**config.mk**
```make
export PLATFORM = sky130hd
export DESIGN_NAME = tbt_iq_accumulator
export DESIGN_NICKNAME = d
export VERILOG_FILES = /design/src/rtl/dsbpm_tbt_pkg.sv /design/src/rtl/tbt_iq_acc_lane.sv /design/src/rtl/tbt_iq_accumulator.sv
export SDC_FILE = /design/constraint.sdc
export NUM_CORES = 1
export LEC_CHECK = 0
export BUFFER_PORTS_ARGS = -buffer_cell sky130_fd_sc_hd__buf_2
export CORE_MARGIN = 1
export CORE_UTILIZATION = 27
export CTS_BUF_LIST = sky130_fd_sc_hd__clkbuf_16
export DETAILED_ROUTE_END_ITERATION = 8
export PLACE_DENSITY = 0.49
export RECOVER_POWER = 100
export SLEW_MARGIN = 20
export SYNTH_ARGS = -nofsm -noshare
export SYNTH_HDL_FRONTEND = slang
export SYNTH_SLANG_ARGS = --single-unit
```
**constraint.sdc**
```tcl
create_clock -name clk -period 9.3 [get_ports clk]
set_clock_uncertainty 0.2 [all_clocks]
set_input_delay 1.86 -clock clk [delete_from_list [all_inputs] [get_ports clk]]
set_output_delay 1.86 -clock clk [all_outputs]
set_load 0.005 [all_outputs]
```
**src/rtl/dsbpm_tbt_pkg.sv**
```systemverilog
// Shared types and defaults for the turn-by-turn I/Q summation path.
// Provides the state enum, default widths and the counter-width helper.
package dsbpm_tbt_pkg;

  typedef enum logic {
    IDLE  = 1'b0,
    ACCUM = 1'b1
  } state_t;

  localparam int DEF_SITE_SAMPLES_PER_TURN = 100;
  localparam int DEF_PRODUCT_WIDTH         = 33;

  // Bits needed to hold 0..n inclusive.
  function automatic int count_width(input int n);
    return $clog2(n + 1);
  endfunction

endpackage

```
**src/rtl/tbt_iq_acc_lane.sv**
```systemverilog
// Single signed accumulator lane with load / add / hold.
// Ports: clk, rst, i_load (restart), i_en (sample valid),
//        i_data (signed product), o_acc (running sum).
module tbt_iq_acc_lane
  import dsbpm_tbt_pkg::*;
#(
  parameter int PRODUCT_WIDTH = DEF_PRODUCT_WIDTH,
  parameter int ACC_WIDTH     = 40
) (
  input  logic                        clk,
  input  logic                        rst,
  input  logic                        i_load,
  input  logic                        i_en,
  input  logic signed [PRODUCT_WIDTH-1:0] i_data,
  output logic signed [ACC_WIDTH-1:0] o_acc
);

  logic signed [ACC_WIDTH-1:0] r_acc;
  logic signed [ACC_WIDTH-1:0] w_ext;

  assign w_ext = {{(ACC_WIDTH-PRODUCT_WIDTH){i_data[PRODUCT_WIDTH-1]}},
                  i_data};

  // A load with no valid sample starts the turn at zero.
  always_ff @(posedge clk or posedge rst) begin
    if (rst) begin
      r_acc <= '0;
    end else if (i_load) begin
      r_acc <= i_en ? w_ext : '0;
    end else if (i_en) begin
      r_acc <= r_acc + w_ext;
    end
  end

  assign o_acc = r_acc;

endmodule

```
**src/rtl/tbt_iq_accumulator.sv**
```systemverilog
// Per-channel turn-by-turn I/Q summation; one sum per turnMarker.
// Ports: clk, rst, samplesPerTurn, turnMarker, productValid,
//        productI/Q in; sumValid, sumI/Q, sumCount out;
//        errClear in; errTurnLong/errTurnShort sticky out.
// Macro TBT_COUNT_CHECK_EN enables the sample-count checks.
module tbt_iq_accumulator
  import dsbpm_tbt_pkg::*;
#(
  parameter int PRODUCT_WIDTH = DEF_PRODUCT_WIDTH,
  parameter int SITE_SAMPLES_PER_TURN = DEF_SITE_SAMPLES_PER_TURN,
  parameter int COUNT_WIDTH = count_width(SITE_SAMPLES_PER_TURN),
  parameter int ACC_WIDTH = PRODUCT_WIDTH + COUNT_WIDTH
) (
  input  logic                            clk,
  input  logic                            rst,
  input  logic [COUNT_WIDTH-1:0]          samplesPerTurn,
  input  logic                            turnMarker,
  input  logic                            productValid,
  input  logic signed [PRODUCT_WIDTH-1:0] productI,
  input  logic signed [PRODUCT_WIDTH-1:0] productQ,
  output logic                            sumValid,
  output logic signed [ACC_WIDTH-1:0]     sumI,
  output logic signed [ACC_WIDTH-1:0]     sumQ,
  output logic [COUNT_WIDTH-1:0]          sumCount,
  input  logic                            errClear,
  output logic                            errTurnLong,
  output logic                            errTurnShort
);

  localparam logic [COUNT_WIDTH-1:0] CNT_MAX = '1;

  state_t                      r_state;
  logic [COUNT_WIDTH-1:0]      r_count;
  logic                        r_sumValid;
  logic signed [ACC_WIDTH-1:0] r_sumI;
  logic signed [ACC_WIDTH-1:0] r_sumQ;
  logic [COUNT_WIDTH-1:0]      r_sumCount;

  logic                        w_accum;
  logic                        w_en;
  logic signed [ACC_WIDTH-1:0] w_accI;
  logic signed [ACC_WIDTH-1:0] w_accQ;

  assign w_accum = (r_state == ACCUM);
  // The marker-cycle sample always opens the new turn.
  assign w_en = productValid & (w_accum | turnMarker);

  tbt_iq_acc_lane #(
    .PRODUCT_WIDTH(PRODUCT_WIDTH),
    .ACC_WIDTH    (ACC_WIDTH)
  ) u_lane_i (
    .clk   (clk),
    .rst   (rst),
    .i_load(turnMarker),
    .i_en  (w_en),
    .i_data(productI),
    .o_acc (w_accI)
  );

  tbt_iq_acc_lane #(
    .PRODUCT_WIDTH(PRODUCT_WIDTH),
    .ACC_WIDTH    (ACC_WIDTH)
  ) u_lane_q (
    .clk   (clk),
    .rst   (rst),
    .i_load(turnMarker),
    .i_en  (w_en),
    .i_data(productQ),
    .o_acc (w_accQ)
  );

  always_ff @(posedge clk or posedge rst) begin
    if (rst) begin
      r_state    <= IDLE;
      r_count    <= '0;
      r_sumValid <= 1'b0;
      r_sumI     <= '0;
      r_sumQ     <= '0;
      r_sumCount <= '0;
    end else begin
      r_sumValid <= 1'b0;
      if (turnMarker) begin
        // First marker out of IDLE has no finished turn to emit.
        if (w_accum) begin
          r_sumValid <= 1'b1;
          r_sumI     <= w_accI;
          r_sumQ     <= w_accQ;
          r_sumCount <= r_count;
        end
        r_state <= ACCUM;
        r_count <= productValid ? COUNT_WIDTH'(1) : '0;
      end else if (w_accum && productValid && r_count != CNT_MAX) begin
        r_count <= r_count + COUNT_WIDTH'(1);
      end
    end
  end

  assign sumValid = r_sumValid;
  assign sumI     = r_sumI;
  assign sumQ     = r_sumQ;
  assign sumCount = r_sumCount;

`ifdef TBT_COUNT_CHECK_EN
  logic [COUNT_WIDTH-1:0] r_spt;
  logic                   r_errLong;
  logic                   r_errShort;
  logic                   w_chk;
  logic                   w_longSet;
  logic                   w_shortSet;

  // A latched target of zero turns checking off.
  assign w_chk = w_accum & (r_spt != '0);
  assign w_longSet = w_chk & ~turnMarker & productValid &
                     (r_count == r_spt);
  assign w_shortSet = w_chk & turnMarker & (r_count < r_spt);

  always_ff @(posedge clk or posedge rst) begin
    if (rst) begin
      r_spt      <= '0;
      r_errLong  <= 1'b0;
      r_errShort <= 1'b0;
    end else begin
      if (turnMarker) begin
        r_spt <= samplesPerTurn;
      end
      // A new error in the clear cycle wins over the clear.
      r_errLong  <= w_longSet  | (r_errLong  & ~errClear);
      r_errShort <= w_shortSet | (r_errShort & ~errClear);
    end
  end

  assign errTurnLong  = r_errLong;
  assign errTurnShort = r_errShort;
`else
  logic w_unused;
  assign w_unused     = &{1'b0, errClear, samplesPerTurn};
  assign errTurnLong  = 1'b0;
  assign errTurnShort = 1'b0;
`endif

endmodule

```
==> summary.md, run 1 <==
| Metric | Value |
|---|---|
| Starting Density | `0.2756` |
| # Max-Cap Violations | `4` |
| H-tree depth | `4` |
| IO buf count | `157` |
| Slew Viols, Final | `212` |
| Worst-case clock buffer depth | `2` |
| Hold_sp | `sumQ[1]` |
| Synth cell types | `74` |
| Tightest Pin Transition | `4.952 ns` |
| P_leak | `0.005932 µW` |
| RR Startpoint | `u_lane_q.o_acc[0]` |
| Area occupied by multi-input gates | `6643 µm²` |
| # setup viols final | `0` |
| Worst Path Max Fanout | `20` |
| RD Place Congestion | `0.8562` |
| Drt pass-1 iters | `9` |
| Avg Inst Size Synth | `9.326 µm²` |
| CP max stage cell | `nor2_1` |
| Drt total wl | `34.38 mm` |
| Post-synth top flop | `dfrtp_1` |
| Crit path depth | `8` |
| Initial antenna violation count | `2` |
| Worst-case vdd ir drop | `0.0001169 V` |
| Slew HR | `-2.320` |
| # resized after CTS | `0` |
| Area growth from synthesis to final layout | `16.24%` |
| Reg2reg path depth | `12` |
| Seq/Total Area, Yosys | `0.3887` |
| Synth top area share | `0.3887` |
| Synthesis-stage register bit count | `176` |
| HP Class | `reg -> reg` |
| Most common cell after layout, fill and taps aside | `dfrtp_1` |
| Flop2flop setup slack | `5.54 ns` |
| Hold Buf Count CTS | `0` |
| Largest net degree at the start of global routing | `107` |
| GRT Util Overall | `0.1650` |
| Min cycle time layout | `6.398 ns` |
| P_sw | `1193 µW` |
| RSZ-0062 raised after global routing | `false` |
| Post-synthesis mux area share | `0.08900` |
| Register Area | `4404 µm²` |
| CTS tree | `yes` |
| Vias | `9682` |
| Vias per inst | `5.101` |
| Post-CTS Setup Bufs | `0` |
| Mapped cell area | `11330 µm²` |
| Sw frac | `0.3889` |
| Count of flip-flops with a built-in enable after synthesis | `0` |
| Post-route ant nets | `0` |
| Ant. Diodes | `0` |
| Row Count | `74` |
| Wire per inst | `18.11 µm` |
| Final Cycle Share | `0.6879` |
| Clock slew at reported path FFs | `0.08 ns` |
| CP Capture Type | `flip-flop` |
| CP Data Required Time | `9.48 ns` |
| Post-DP HPWL | `24.85 mm` |
| Sum Neg Setup Slack | `0 ns` |
| PnR Total Power | `3068 µW` |
| Buf/Inv on CP | `3` |
| Top post-synthesis cells by area | `dfrtp_1 (39%), ha_1 (8.7%), mux2_2 (8.5%)` |
| Critical path class | `in -> reg` |
| Critical path arrival | `6.58 ns` |
| Asr flop ratio synth | `1.000` |
| PD cells | `232.9 nW/µm²` |
| Critical Path Max Stage Delay | `1.61 ns` |
| Post-synthesis compound-gate area fraction | `0.2409` |
| Post-Synth Adder-Cell Area | `0.09077` |
| Area share of and/or/nand/nor cells after synthesis | `0.1142` |
| Hold depth | `2` |
| Core outline area | `41110 µm²` |
| Boundary pin count | `168` |
| Reg power frac | `0.351` |
| Starting DRT DRC Count | `643` |
| Syn. warnings | `0` |
| Combinational share of power | `0.406` |
| First-pass GRT wire length | `54.04 mm` |
| Die Height | `206.9 µm` |
| FILL cells | `4369` |
| Largest family of logic cells by synthesized area | `compound AO/OA/AOI/OAI gates` |
| Clock latency on the worst-skew pair | `0.46 ns` |
| Clk sink count | `176` |
| Syn Inst Count | `1215` |
| Final hold violation count | `0` |
| Failing checks | `DRC, capacitance limit, slew limit` |
| Die area | `42790 µm²` |
| FF-to-FF End | `u_lane_q.o_acc[38]` |
| Grt total ovfl | `0` |
| Die width | `206.9 µm` |
| Clock power share | `0.243` |
| Crit path top cell by count | `clkbuf_1` |
| Internal power | `1875 µW` |
| CP delay by family, top | `simple AND/OR/NAND/NOR gates` |
| Worst setup SP type | `input port` |
| Via count of the first global-routing pass | `9727` |
| CTS root buffer | `clkbuf_16` |
| Share of post-route cells with drive strength above 1 | `0.1691` |
| Synth area leader | `dfrtp_1` |
| Total CTS buffers | `17` |
| FMAX | `156.3 MHz` |
| Most frequent cells in the layout | `dfrtp_1 (176), a21oi_1 (140), o21ai_0 (109)` |
| DRC viols | `2` |
| Status | `finished, violations left` |
| Setup crit start | `turnMarker` |
| Crit path cell chain | `clkbuf_1 -> inv_1 -> clkbuf_1 -> nor2_1 -> a21oi_1 -> nand2_1 -> o21ai_0 -> nor3_1` |
| Final nets | `1512` |
| Synth Area in XOR/XNOR | `0.05024` |
| Hold path endpoint | `sumQ[1]` |
final cells by class:
| class | count | share of cell area |
|---|---|---|
| Inverter | 26 | 0.007505 |
| Clock buffer | 17 | 0.03230 |
| Sequential cell | 176 | 0.3344 |
| Tap cell | 532 | 0.05054 |
| Multi-Input combinational cell | 964 | 0.5043 |
| Clock inverter | 15 | 0.01282 |
| Timing Repair Buffer | 168 | 0.05814 |
cell families (layout without fill, tap and decap cells):
logic type                 Yosys count  in the layout
AOI/OAI and AO/OA                  441            441
and+or+nand+nor                    285            285
DFF                                176            176
muxes                               90             90
adders and majority gates           81             81
buffers and inverters               76            226
xor gates and xnor gates            65             65
other                                1              2
power groups by stage:
stage | combinational [µW] | sequential (µW) | clock [µW]
after floorplan | 908 | 1060 | 0
after global placement | 1260 | 1080 | 0
after detailed placement | 1260 | 1090 | 0
after CTS | 1280 | 1080 | 779
after global routing | 1410 | 1100 | 806
final | 1250 | 1080 | 747
how the worst max path moves through the flow:
stage	endpoint	slack [ns]
finish	u_lane_q.o_acc[35]	2.90
global route	u_lane_q.o_acc[38]	2.29
CTS	u_lane_q.o_acc[38]	4.43
detailed placement	u_lane_q.o_acc[38]	3.98
global placement	u_lane_q.o_acc[38]	3.94
floorplan	r_count[0]	2.47
worst register-to-register path, cell delays in order (launching register included):
cell	delay, ns
dfrtp_1	0.39
ha_1	0.21
inv_1	0.07
fa_1	0.40
and2b_1	0.24
o31a_1	0.20
o211ai_1	0.14
a21boi_2	0.29
a41oi_1	0.30
o31ai_2	0.59
nand3_1	0.22
and4b_1	0.26
nor3_1	0.17
metrics by stage:
stage               cell area [µm²]  hold slack [ns]  setup slack (ns)  cells    util
finish                        13170           0.2829             2.902   1898  0.3204
global route                  13170           0.3272             2.288   1898  0.3204
CTS                           13290           0.2866             4.434   1898  0.3232
detailed placement            12690           0.2701             3.977   1866  0.3088
global placement              12690           0.2576             3.940   1866  0.3088
floorplan                     11330           0.2699             2.466   1216       -
cells in the mapped netlist, types with 14 or more instances:
cell type  number
ha_1           79
a21o_1         49
xnor2_1        33
inv_1          24
o21ai_1        32
mux2_2         86
o21ai_0        90
a22oi_1        28
nand2_1       107
clkbuf_1       40
a21oi_1       140
xor2_1         32
nand4_1        14
dfrtp_1       176
nor2_1         91
sequential cells by signal (all words and copies together), names as in the netlist:
| name | count |
|---|---|
| sumI | 40 |
| sumQ | 40 |
| r_state | 1 |
| sumValid | 1 |
| u_lane_q.o_acc | 40 |
| r_count | 7 |
| u_lane_i.o_acc | 40 |
| sumCount | 7 |
layer usage:
metal,GRT usage,share of wire
met4,0.04640,0.013
met3,0.03469,0.047
met5,0,0.00090
met2,0.2704,0.47
met1,0.2181,0.47
Power figures use the tool's default switching activity.
==> run 2: changes to the inputs <==
PLACE_DENSITY = 0.5   (was 0.49)
clock period = 5.5 ns   (was 9.3 ns; I/O delays follow)
==> run 2 against run 1 <==
Net effect: the flow still finishes with violations (DRC, capacitance limit, slew limit); routed wire length down 1.4%; combinational power grew 68%; global-route usage shrank 0.26 points; first-iteration DRC count shrank 21%; clock power grew 67%; final cell count up 0.11%; die area stayed put; flip-flop and latch count did not move.
==> summary.md, run 2 (synthesis gave the netlist of run 1 again) <==
| Metric | Value |
|---|---|
| Worst Path Max Fanout | `5` |
| HP Class | `reg -> reg` |
| Via count of the first global-routing pass | `9739` |
| Worst-case vdd ir drop | `0.0001765 V` |
| Boundary pin count | `168` |
| Area growth from synthesis to final layout | `15.89%` |
| P_leak | `0.005944 µW` |
| Failing checks | `DRC, capacitance limit, slew limit` |
| GRT Util Overall | `0.1624` |
| Clock slew at reported path FFs | `0.07 ns` |
| Most frequent cells in the layout | `dfrtp_1 (176), a21oi_1 (142), o21ai_0 (107)` |
| Final nets | `1515` |
| Post-route ant nets | `0` |
| PD cells | `393.2 nW/µm²` |
| Final hold violation count | `0` |
| Starting DRT DRC Count | `508` |
| Slew HR | `-1.179` |
| Hold Buf Count CTS | `0` |
| Share of post-route cells with drive strength above 1 | `0.1667` |
| Die width | `206.9 µm` |
| Vias | `9660` |
| First-pass GRT wire length | `53.65 mm` |
| Clock latency on the worst-skew pair | `0.46 ns` |
| Slew Viols, Final | `267` |
| Drt total wl | `33.89 mm` |
| Core outline area | `41110 µm²` |
| RSZ-0062 raised after global routing | `false` |
| # setup viols final | `0` |
| DRC viols | `14` |
| FMAX | `222.6 MHz` |
| Final Cycle Share | `0.8169` |
| Starting Density | `0.2756` |
| Most common cell after layout, fill and taps aside | `dfrtp_1` |
| Die area | `42790 µm²` |
| Wire per inst | `17.84 µm` |
| IO buf count | `157` |
| Status | `finished, violations left` |
| RD Place Congestion | `0.8768` |
| Sum Neg Setup Slack | `0 ns` |
| Initial antenna violation count | `0` |
| FILL cells | `4372` |
| Total CTS buffers | `17` |
| Min cycle time layout | `4.493 ns` |
| CTS tree | `yes` |
| H-tree depth | `4` |
| Worst-case clock buffer depth | `2` |
| CP Capture Type | `flip-flop` |
| Reg2reg path depth | `13` |
| Hold depth | `2` |
| # resized after CTS | `0` |
| # Max-Cap Violations | `4` |
| CTS root buffer | `clkbuf_16` |
| CP Data Required Time | `5.67 ns` |
| Ant. Diodes | `0` |
| Tightest Pin Transition | `3.269 ns` |
| Vias per inst | `5.084` |
| Critical path arrival | `4.66 ns` |
| Critical path class | `in -> reg` |
| Clk sink count | `176` |
| Grt total ovfl | `0` |
| Util after Layout | `0.3194` |
| Largest net degree at the start of global routing | `122` |
| Drt pass-1 iters | `7` |
| Worst setup SP type | `input port` |
| Post-DP HPWL | `24.65 mm` |
| Post-CTS Setup Bufs | `0` |
| Die Height | `206.9 µm` |
| Row Count | `74` |
==> run 2: cell type report <==
cell class / instances / area [µm²] / area share
clock buffer: 17 / 425.4 / 0.03240
clock inverter: 14 / 140.1 / 0.01067
sequential: 176 / 4404 / 0.3354
inverter: 26 / 98.84 / 0.007527
timing repair buffer: 171 / 778.2 / 0.05927
multi-input combinational: 964 / 6619 / 0.5041
tap: 532 / 665.6 / 0.05069
==> run 2: report_power, final <==
group	internal [µW]	switching, µW
logic	926	1180
registers	1600	213
clock network	666	581
total	3190	1970
==> run 2: layer usage <==
layer	share of wire	routed length, µm	global-route usage	vias to the layer above
li1	-	-	-	4741
met1	0.48	16140	0.2158	4691
met2	0.47	15880	0.2655	199
met3	0.044	1479	0.03375	29
met4	0.012	392	0.04484	0
met5	0	0	0	-
==> run 2: worst paths after layout <==
kind | from | to | slack (ns)
min in group asynchronous | rst | sumQ[8] | 1.58
max | productQ[0] | u_lane_q.o_acc[38] | 1.01
max reg2reg | u_lane_q.o_acc[0] | u_lane_q.o_acc[38] | 1.40
min | sumQ[1] | sumQ[1] | 0.29
min reg2reg | sumQ[1] | sumQ[1] | 0.29
max in group asynchronous | rst | u_lane_i.o_acc[39] | 1.48
==> run 2: through the flow <==
stage	total power (µW)	instances	hold slack [ns]	instance area, µm²	worst slack, ns
6_report	5163	1900	0.2861	13130	1.007
5_1_grt	5565	1900	0.3193	13130	0.7783
4_1_cts	5273	1900	0.2913	13290	1.568
3_5_place_dp	3985	1869	0.2758	12730	1.138
3_3_place_gp	3959	1869	0.2622	12730	1.155
2_1_floorplan	3331	1216	0.2699	11340	1.731
==> run 2: worst max-delay path, cell delays in order <==
cell	delay, ns
clkbuf_1	0.12
ha_1	0.22
inv_1	0.08
fa_1	0.42
and2b_1	0.26
o31a_1	0.20
o211ai_1	0.13
a21boi_0	0.55
a41oi_1	0.36
o31ai_2	0.33
clkbuf_1	0.29
nand3_1	0.17
and4b_1	0.24
nor3_1	0.18
